<file path="src/rtl/fetch_controller.sv">
// ----------------------------------------------------------------------------
// fetch_controller
//   Sequences the instruction fetch stage. It drives the PC write enable, the
//   PC source selects, the IF/ID write enable and the pipeline flushes. It
//   arbitrates, in priority order, between halt, branch redirects resolved in
//   MEM, and load-use stalls. It also holds the PC for a fixed number of
//   cycles after reset is released.
//
//   Optional build macro: FETCH_STATS_EN adds three saturating 32-bit event
//   counters (o_redirect_cnt, o_stall_cnt, o_fetch_cnt).
//
// Parameters
//   BOOT_CYCLES   cycles the PC is held after reset release (1..255)
//   FLUSH_CYCLES  cycles after a redirect in which redirects and stalls
//                 are ignored (1..255)
//   STALL_MAX     consecutive stall cycles that raise o_stall_err (1..65535)
//
// Ports
//   i_clk            rising-edge clock
//   i_rst_n          asynchronous active-low reset
//   i_run_en         permits leaving BOOT once the boot count has expired
//   i_halt_req       halt instruction detected
//   i_stall_req      load-use hazard
//   i_br_cond_taken  PC-relative branch taken
//   i_br_reg         register branch taken
//   o_pc_write       1 = load new PC
//   o_pc_sel_add     select branch-adder target
//   o_pc_sel_reg     select register target
//   o_ifid_write     IF/ID enable
//   o_flush_ifid     squash IF/ID
//   o_flush_idex     squash ID/EX
//   o_flush_exmem    squash EX/MEM
//   o_halted         controller is in HALT
//   o_stall_err      sticky stall-watchdog error
//   o_fsm_state      BOOT=0 RUN=1 STALL=2 FLUSH=3 HALT=4
//
// States
//   BOOT  | PC held after reset, waiting for the boot count and i_run_en
//   RUN   | normal fetch
//   STALL | previous cycle was a load-use stall
//   FLUSH | redirect in flight; redirects and stalls ignored
//   HALT  | fetching stopped until reset
// ----------------------------------------------------------------------------
module fetch_controller #(
    parameter int BOOT_CYCLES  = 2,
    parameter int FLUSH_CYCLES = 2,
    parameter int STALL_MAX    = 16
) (
    input  logic        i_clk,
    input  logic        i_rst_n,
    input  logic        i_run_en,
    input  logic        i_halt_req,
    input  logic        i_stall_req,
    input  logic        i_br_cond_taken,
    input  logic        i_br_reg,
    output logic        o_pc_write,
    output logic        o_pc_sel_add,
    output logic        o_pc_sel_reg,
    output logic        o_ifid_write,
    output logic        o_flush_ifid,
    output logic        o_flush_idex,
    output logic        o_flush_exmem,
    output logic        o_halted,
    output logic        o_stall_err,
`ifdef FETCH_STATS_EN
    output logic [31:0] o_redirect_cnt,
    output logic [31:0] o_stall_cnt,
    output logic [31:0] o_fetch_cnt,
`endif
    output logic [2:0]  o_fsm_state
);

    typedef enum logic [2:0] {
        ST_BOOT  = 3'd0,
        ST_RUN   = 3'd1,
        ST_STALL = 3'd2,
        ST_FLUSH = 3'd3,
        ST_HALT  = 3'd4
    } state_t;

    localparam logic [7:0]  BOOT_LAST  = 8'(BOOT_CYCLES - 1);
    localparam logic [7:0]  FLUSH_LOAD = 8'(FLUSH_CYCLES);
    localparam logic [15:0] STALL_LIM  = 16'(STALL_MAX);

    state_t      r_state;
    logic [7:0]  r_boot_cnt;
    logic [7:0]  r_flush_cnt;
    logic [15:0] r_stall_run;
    logic        r_stall_err;

    logic        w_active;
    logic        w_take_halt;
    logic        w_take_redirect;
    logic        w_take_stall;
    logic [15:0] w_stall_run_inc;

    // Arbitration: halt > redirect > stall > normal. FLUSH only honours halt.
    assign w_active        = (r_state == ST_RUN) || (r_state == ST_STALL);
    assign w_take_halt     = (w_active || (r_state == ST_FLUSH)) && i_halt_req;
    assign w_take_redirect = w_active && !i_halt_req && (i_br_cond_taken || i_br_reg);
    assign w_take_stall    = w_active && !i_halt_req && !(i_br_cond_taken || i_br_reg)
                             && i_stall_req;
    assign w_stall_run_inc = (r_stall_run == 16'hFFFF) ? r_stall_run : r_stall_run + 16'd1;

    always_ff @(posedge i_clk or negedge i_rst_n) begin
        if (!i_rst_n) begin
            r_state     <= ST_BOOT;
            r_boot_cnt  <= 8'd0;
            r_flush_cnt <= 8'd0;
        end else begin
            case (r_state)
                ST_BOOT: begin
                    // Boot count saturates at its last value; then only i_run_en gates exit.
                    if (r_boot_cnt >= BOOT_LAST) begin
                        if (i_run_en) begin
                            r_state <= ST_RUN;
                        end
                    end else begin
                        r_boot_cnt <= r_boot_cnt + 8'd1;
                    end
                end
                ST_RUN, ST_STALL: begin
                    if (w_take_halt) begin
                        r_state <= ST_HALT;
                    end else if (w_take_redirect) begin
                        r_flush_cnt <= FLUSH_LOAD;
                        r_state     <= ST_FLUSH;
                    end else if (w_take_stall) begin
                        r_state <= ST_STALL;
                    end else begin
                        r_state <= ST_RUN;
                    end
                end
                ST_FLUSH: begin
                    if (w_take_halt) begin
                        r_state <= ST_HALT;
                    end else if (r_flush_cnt <= 8'd1) begin
                        r_state <= ST_RUN;
                    end else begin
                        r_flush_cnt <= r_flush_cnt - 8'd1;
                    end
                end
                ST_HALT: begin
                    r_state <= ST_HALT;
                end
                default: begin
                    r_state <= ST_BOOT;
                end
            endcase
        end
    end

    // Consecutive-stall watchdog: any non-stall cycle breaks the run.
    always_ff @(posedge i_clk or negedge i_rst_n) begin
        if (!i_rst_n) begin
            r_stall_run <= 16'd0;
            r_stall_err <= 1'b0;
        end else begin
            if (w_take_stall) begin
                r_stall_run <= w_stall_run_inc;
                if (w_stall_run_inc >= STALL_LIM) begin
                    r_stall_err <= 1'b1;
                end
            end else begin
                r_stall_run <= 16'd0;
            end
        end
    end

    always_comb begin
        o_pc_write    = 1'b0;
        o_pc_sel_add  = 1'b0;
        o_pc_sel_reg  = 1'b0;
        o_ifid_write  = 1'b0;
        o_flush_ifid  = 1'b0;
        o_flush_idex  = 1'b0;
        o_flush_exmem = 1'b0;
        o_halted      = 1'b0;
        case (r_state)
            ST_RUN, ST_STALL: begin
                if (w_take_halt) begin
                    o_flush_ifid = 1'b1;
                end else if (w_take_redirect) begin
                    o_pc_write    = 1'b1;
                    o_pc_sel_reg  = i_br_reg;
                    o_pc_sel_add  = i_br_cond_taken && !i_br_reg;
                    o_ifid_write  = 1'b1;
                    o_flush_ifid  = 1'b1;
                    o_flush_idex  = 1'b1;
                    o_flush_exmem = 1'b1;
                end else if (w_take_stall) begin
                    o_flush_idex = 1'b1;
                end else begin
                    o_pc_write   = 1'b1;
                    o_ifid_write = 1'b1;
                end
            end
            ST_FLUSH: begin
                if (w_take_halt) begin
                    o_flush_ifid = 1'b1;
                end else begin
                    o_pc_write   = 1'b1;
                    o_ifid_write = 1'b1;
                end
            end
            ST_HALT: begin
                o_flush_ifid = 1'b1;
                o_halted     = 1'b1;
            end
            default: begin
                o_flush_ifid  = 1'b1;
                o_flush_idex  = 1'b1;
                o_flush_exmem = 1'b1;
            end
        endcase
    end

    assign o_stall_err = r_stall_err;
    assign o_fsm_state = r_state;

`ifdef FETCH_STATS_EN
    logic [31:0] r_redirect_cnt;
    logic [31:0] r_stall_cnt;
    logic [31:0] r_fetch_cnt;

    always_ff @(posedge i_clk or negedge i_rst_n) begin
        if (!i_rst_n) begin
            r_redirect_cnt <= 32'd0;
            r_stall_cnt    <= 32'd0;
            r_fetch_cnt    <= 32'd0;
        end else begin
            if (w_take_redirect && (r_redirect_cnt != 32'hFFFF_FFFF)) begin
                r_redirect_cnt <= r_redirect_cnt + 32'd1;
            end
            if (w_take_stall && (r_stall_cnt != 32'hFFFF_FFFF)) begin
                r_stall_cnt <= r_stall_cnt + 32'd1;
            end
            if (o_pc_write && (r_fetch_cnt != 32'hFFFF_FFFF)) begin
                r_fetch_cnt <= r_fetch_cnt + 32'd1;
            end
        end
    end

    assign o_redirect_cnt = r_redirect_cnt;
    assign o_stall_cnt    = r_stall_cnt;
    assign o_fetch_cnt    = r_fetch_cnt;
`endif

endmodule

</file>
<file path="config.mk">
export PLATFORM = sky130hd
export DESIGN_NAME = fetch_controller
export DESIGN_NICKNAME = d
export VERILOG_FILES = /design/src/rtl/fetch_controller.sv
export SDC_FILE = /design/constraint.sdc
export NUM_CORES = 1
export LEC_CHECK = 0
export BUFFER_PORTS_ARGS = -buffer_cell sky130_fd_sc_hd__buf_2
export CORE_MARGIN = 4
export CORE_UTILIZATION = 42
export CTS_CLUSTER_SIZE = 30
export DETAILED_ROUTE_END_ITERATION = 12
export SETUP_SLACK_MARGIN = 0.5
export SLEW_MARGIN = 30
export SYNTH_ARGS = -nofsm -noshare
export SYNTH_HDL_FRONTEND = slang
export SYNTH_SLANG_ARGS = --single-unit
</file>
<file path="constraint.sdc">
create_clock -name i_clk -period 1.9 [get_ports i_clk]
set_input_delay 0.38 -clock i_clk [delete_from_list [all_inputs] [get_ports i_clk]]
set_output_delay 0.38 -clock i_clk [all_outputs]
set_load 0.01 [all_outputs]
</file>
==> impl_summary.log <==
INFO  metric tritoncts.num_buffers = 5
INFO  metric critical_path_depth = 5
INFO  metric violations_in_the_final_reports = setup timing
INFO  metric number_of_vias_after_detailed_routing = approximately 1,800
INFO  metric timing.final.crit_period = 1920 ps
INFO  metric power_leakage = 1.34 nW
INFO  metric timing.final.hold_violations = 0
INFO  metric mappedNetlistNets = 222
INFO  metric pin_count_of_the_biggest_net_entering_global_routing = 37
INFO  metric power = 2.74 mW
INFO  metric routed_wl = 5130 um
INFO  metric design.final.nets = 297
INFO  metric die_area = roughly 5800 um^2
INFO  metric rr_worst_depth = 6
INFO  metric drt-pass1-iter-count = 4
INFO  metric rsz0062_at_grt = yes
INFO  metric maxCapViolCount = 0
INFO  metric critPathMaxFanout = 4
INFO  metric dp_hpwl = 3050 um
INFO  metric synthDominantCellAreaShare = 46.2%
INFO  metric critical_path.cell_chain = xor2_2 -> buf_4 -> and2_4 -> a21o_1 -> buf_2
INFO  metric core-area = 4410 um^2
INFO  metric placementRows = 24
INFO  metric synth_top_cells_by_area = dfrtp_1 46%, nor2_1 5.8%, xnor2_1 4.0%
INFO  metric final_design_area_no_fill = 3060 um^2
INFO  metric grt_usage = 16.8%
INFO  metric finalHoldWorstSlack = 128 ps
INFO  metric synth_top_cell_by_area = dfrtp_1
INFO  metric largest_vdd_supply_drop = around 510 uV
INFO  metric antenna_cells_inserted = 0
INFO  metric mapped_avg_cell_area = just over 9 um^2
INFO  metric ios = 19
INFO  metric ys_seq_elements = 36
INFO  metric timing.critical_path.slowest_cell_delay = roughly 450 ps
INFO  metric path_class = reg -> out
INFO  metric layout-area-overhead-vs-synth = 56.9%
INFO  metric routed-wl-met3 = approximately 140 um
INFO  metric synth_top_flop_cell = dfrtp_1
INFO  metric fillcell_total = 310
INFO  metric asyncSetResetFlopFracSynth = 100%
INFO  metric wire_length_of_the_first_global_routing_pass = roughly 8000 um
INFO  metric wl_per_cell = 15.2 um
INFO  metric finalWeightedCongestion = 0.801
INFO  metric report.final.setup_viol = 6
INFO  metric clk_path_buf_depth = 2
INFO  metric clock_tree.htree_level_count = 2
INFO  metric clk_root_buffer_cell = clkbuf_8
INFO  metric drive_above_1_share = 52.3%
INFO  metric placedCellCount = 299
INFO  metric initial_antenna_violation_count = 0
INFO  metric cpMaxStageDelayCell = dfrtp_2
INFO  metric clk_latency_worst_skew_pair = between 200 and 300 ps
INFO  metric yosysUniqueCellTypes = 40
INFO  metric vias_per_cell = between 5 and 6
INFO  metric required_time_of_the_worst_setup_path = 1520 ps
INFO  metric worst-slew-pin-transition = 635 ps
INFO  metric min_period_over_period = 101%
INFO  metric critical_path_buf_inv_count = 2
INFO  metric cp-end-kind = output port
INFO  metric grt_overflow = 0
INFO  metric setup-tns-final = -96.6 ps
INFO  metric route.detailed.drc = 0
INFO  metric seq_area_frac_synth = 46.2%
INFO  metric drt_first_iter_violations = 84
INFO  metric routed.top_layer = met4
INFO  metric portBuffers = 18
INFO  metric cpLargestDelayFamily = flip-flops
INFO  metric final.setup.worst_slack = -23.2 ps
INFO  metric synth_enable_flop_cells = 0
INFO  metric tritoncts_clock_tree = built
INFO  metric fp.dieW = 76.1 um
INFO  metric initial_core_util = 44.2%
INFO  metric powerDensity = 896 nW/um^2
INFO  metric wl_met2 = 2540 um
INFO  metric synth_cells = approximately 210
INFO  metric maxSlewViolCount = 0
INFO  metric via_count_of_the_first_global_routing_pass = 1,675
INFO  metric mappedNetlistArea = 1950 um^2
INFO  metric ys.warnings.count = 0
INFO  metric crit_arrival = 1540 ps
INFO  metric outcome = finished with violations
INFO  metric achievable-frequency = 520 MHz
INFO  metric hold_removal_path_class = in -> async
INFO  metric cts_sink_count = 36
INFO  metric detailed_place.area = 2400 um^2
INFO  metric instances_no_fill = roughly 340
INFO  metric ant_nets = 0
INFO  metric met1_wire_length = about 2400 um
INFO  metric fin_worst_skew = 4.34 ps
INFO  metric chipHeight = 76.1 um
INFO  metric max-slew-margin-rel = 57.5%
INFO  metric cts.reportedPaths.clkPinSlew = 70 ps
INFO  metric worst_setup_path_start_kind = register
INFO  metric postCtsHoldBufs = 0
-- placed cells by master, fill, tap and decap left out, types with 3 or more instances in the layout --
cell	netlist	layout
nor3_2	0	6
ha_2	0	3
o21ai_1	0	6
nand2_1	11	11
buf_2	3	15
o21ai_2	0	3
nand3_2	0	3
o21ai_0	12	3
clkbuf_8	0	6
a21o_1	4	4
nand3_1	10	6
nand4_1	4	4
nor2_1	30	22
xnor2_1	9	7
buf_6	0	16
nor3_4	0	4
buf_4	1	43
dfrtp_1	36	32
ha_1	6	3
nor2_4	0	6
or3_4	0	3
inv_1	10	8
nor4_2	0	4
mux2i_1	4	4
dfrtp_2	0	4
a31oi_1	5	5
nor3_1	14	4
xor2_1	5	4
-- where the power goes --
group	leakage, nW	total (mW)	internal [mW]	switching (mW)
Combinational	0.819	1.17	0.631	0.542
Sequential	0.477	0.987	0.876	0.111
Clock	0.0434	0.578	0.293	0.285
-- sequential cells by signal (all words and copies together) (netlist names) --
signal and count:
r_flush_cnt 8, o_fsm_state 3, o_stall_err 1, r_boot_cnt 8, r_stall_run 16
-- per-layer routing --
metal / track usage [%] / up-vias
li1: - / 885
met1: 23.4 / 851
met2: 25.7 / 21
met3: 4.61 / 5
met4: 4.72 / 0
met5: 0 / -
-- worst reg2reg max path: stages, from the launching register on --
cell	delay [ps]
dfrtp_1	380
or4_4	560
o41ai_4	370
a2111oi_4	150
nand2b_1	110
xor2_1	150
nor2_1	50
-- stage by stage --
stage	util [%]	worst slack (ps)
floorplan	-	60.6
global placement	54.4	22.3
detailed placement	54.4	-26.0
CTS	62.6	2.89
global route	69.3	-110
finish	69.3	-23.2
-- cells by family (layout without fill, tap and decap cells) --
group,Yosys count,in the layout,share of synthesized area (%)
adder cells (fa/ha/maj),7,7,4.36
AO/OA/AOI/OAI,32,32,11.5
AND/OR/NAND/NOR,94,95,24.6
flip-flops,36,36,46.2
buffers and inverters,21,96,4.43
XOR/XNOR,14,14,6.29
multiplexers,5,5,2.63
-- synthesized netlist by cell type (2+ instances only) --
| cell type | number |
|---|---|
| nor3b_1 | 2 |
| nand3_1 | 10 |
| xnor2_1 | 9 |
| ha_1 | 6 |
| or3_1 | 3 |
| buf_2 | 3 |
| nor2_1 | 30 |
| and2_1 | 2 |
| mux2i_1 | 4 |
| inv_1 | 10 |
| nand2_1 | 11 |
| o21ai_0 | 12 |
| a31oi_1 | 5 |
| nand4_1 | 4 |
| a21o_1 | 4 |
| nor3_1 | 14 |
| nor4_1 | 7 |
| or2_2 | 2 |
| a21oi_1 | 4 |
| xor2_1 | 5 |
| clkbuf_1 | 7 |
| dfrtp_1 | 36 |
| and3_1 | 2 |
-- final timing paths --
kind | endpoint | slack, ps | startpoint
setup / recovery | o_pc_write | -20 | o_fsm_state[0]$_DFFE_PN0P_
hold / removal | r_flush_cnt[7]$_DFFE_PN0P_ | 130 | i_rst_n
setup reg to reg | r_flush_cnt[7]$_DFFE_PN0P_ | -10 | r_flush_cnt[4]$_DFFE_PN0P_
hold reg to reg | r_boot_cnt[6]$_DFFE_PN0P_ | 380 | r_boot_cnt[6]$_DFFE_PN0P_
max in group asynchronous | o_fsm_state[0]$_DFFE_PN0P_ | 1430 | i_rst_n
min in group i_clk | o_fsm_state[0]$_DFFE_PN0P_ | 370 | i_run_en
-- final cells by class --
| cell class | count | area, um^2 | area share [%] |
|---|---|---|---|
| Clock buffer | 6 | 82.6 | 2.70 |
| Clock inverter | 2 | 15.0 | 0.491 |
| Inverter | 10 | 37.5 | 1.23 |
| Multi-Input combinational cell | 153 | 1300 | 42.6 |
| Sequential cell | 36 | 906 | 29.6 |
| Tap cell | 52 | 65.1 | 2.13 |
| Timing Repair Buffer | 78 | 648 | 21.2 |
-- repair_timing --
action,CTS,global route
endpoints found under the hold margin,0,0
cloned,2,0
resized for setup,36,43
pin swaps,11,16
buffers inserted,13,15
setup endpoints to repair,38,40
Note: power is estimated with default switching activity, not from simulation.
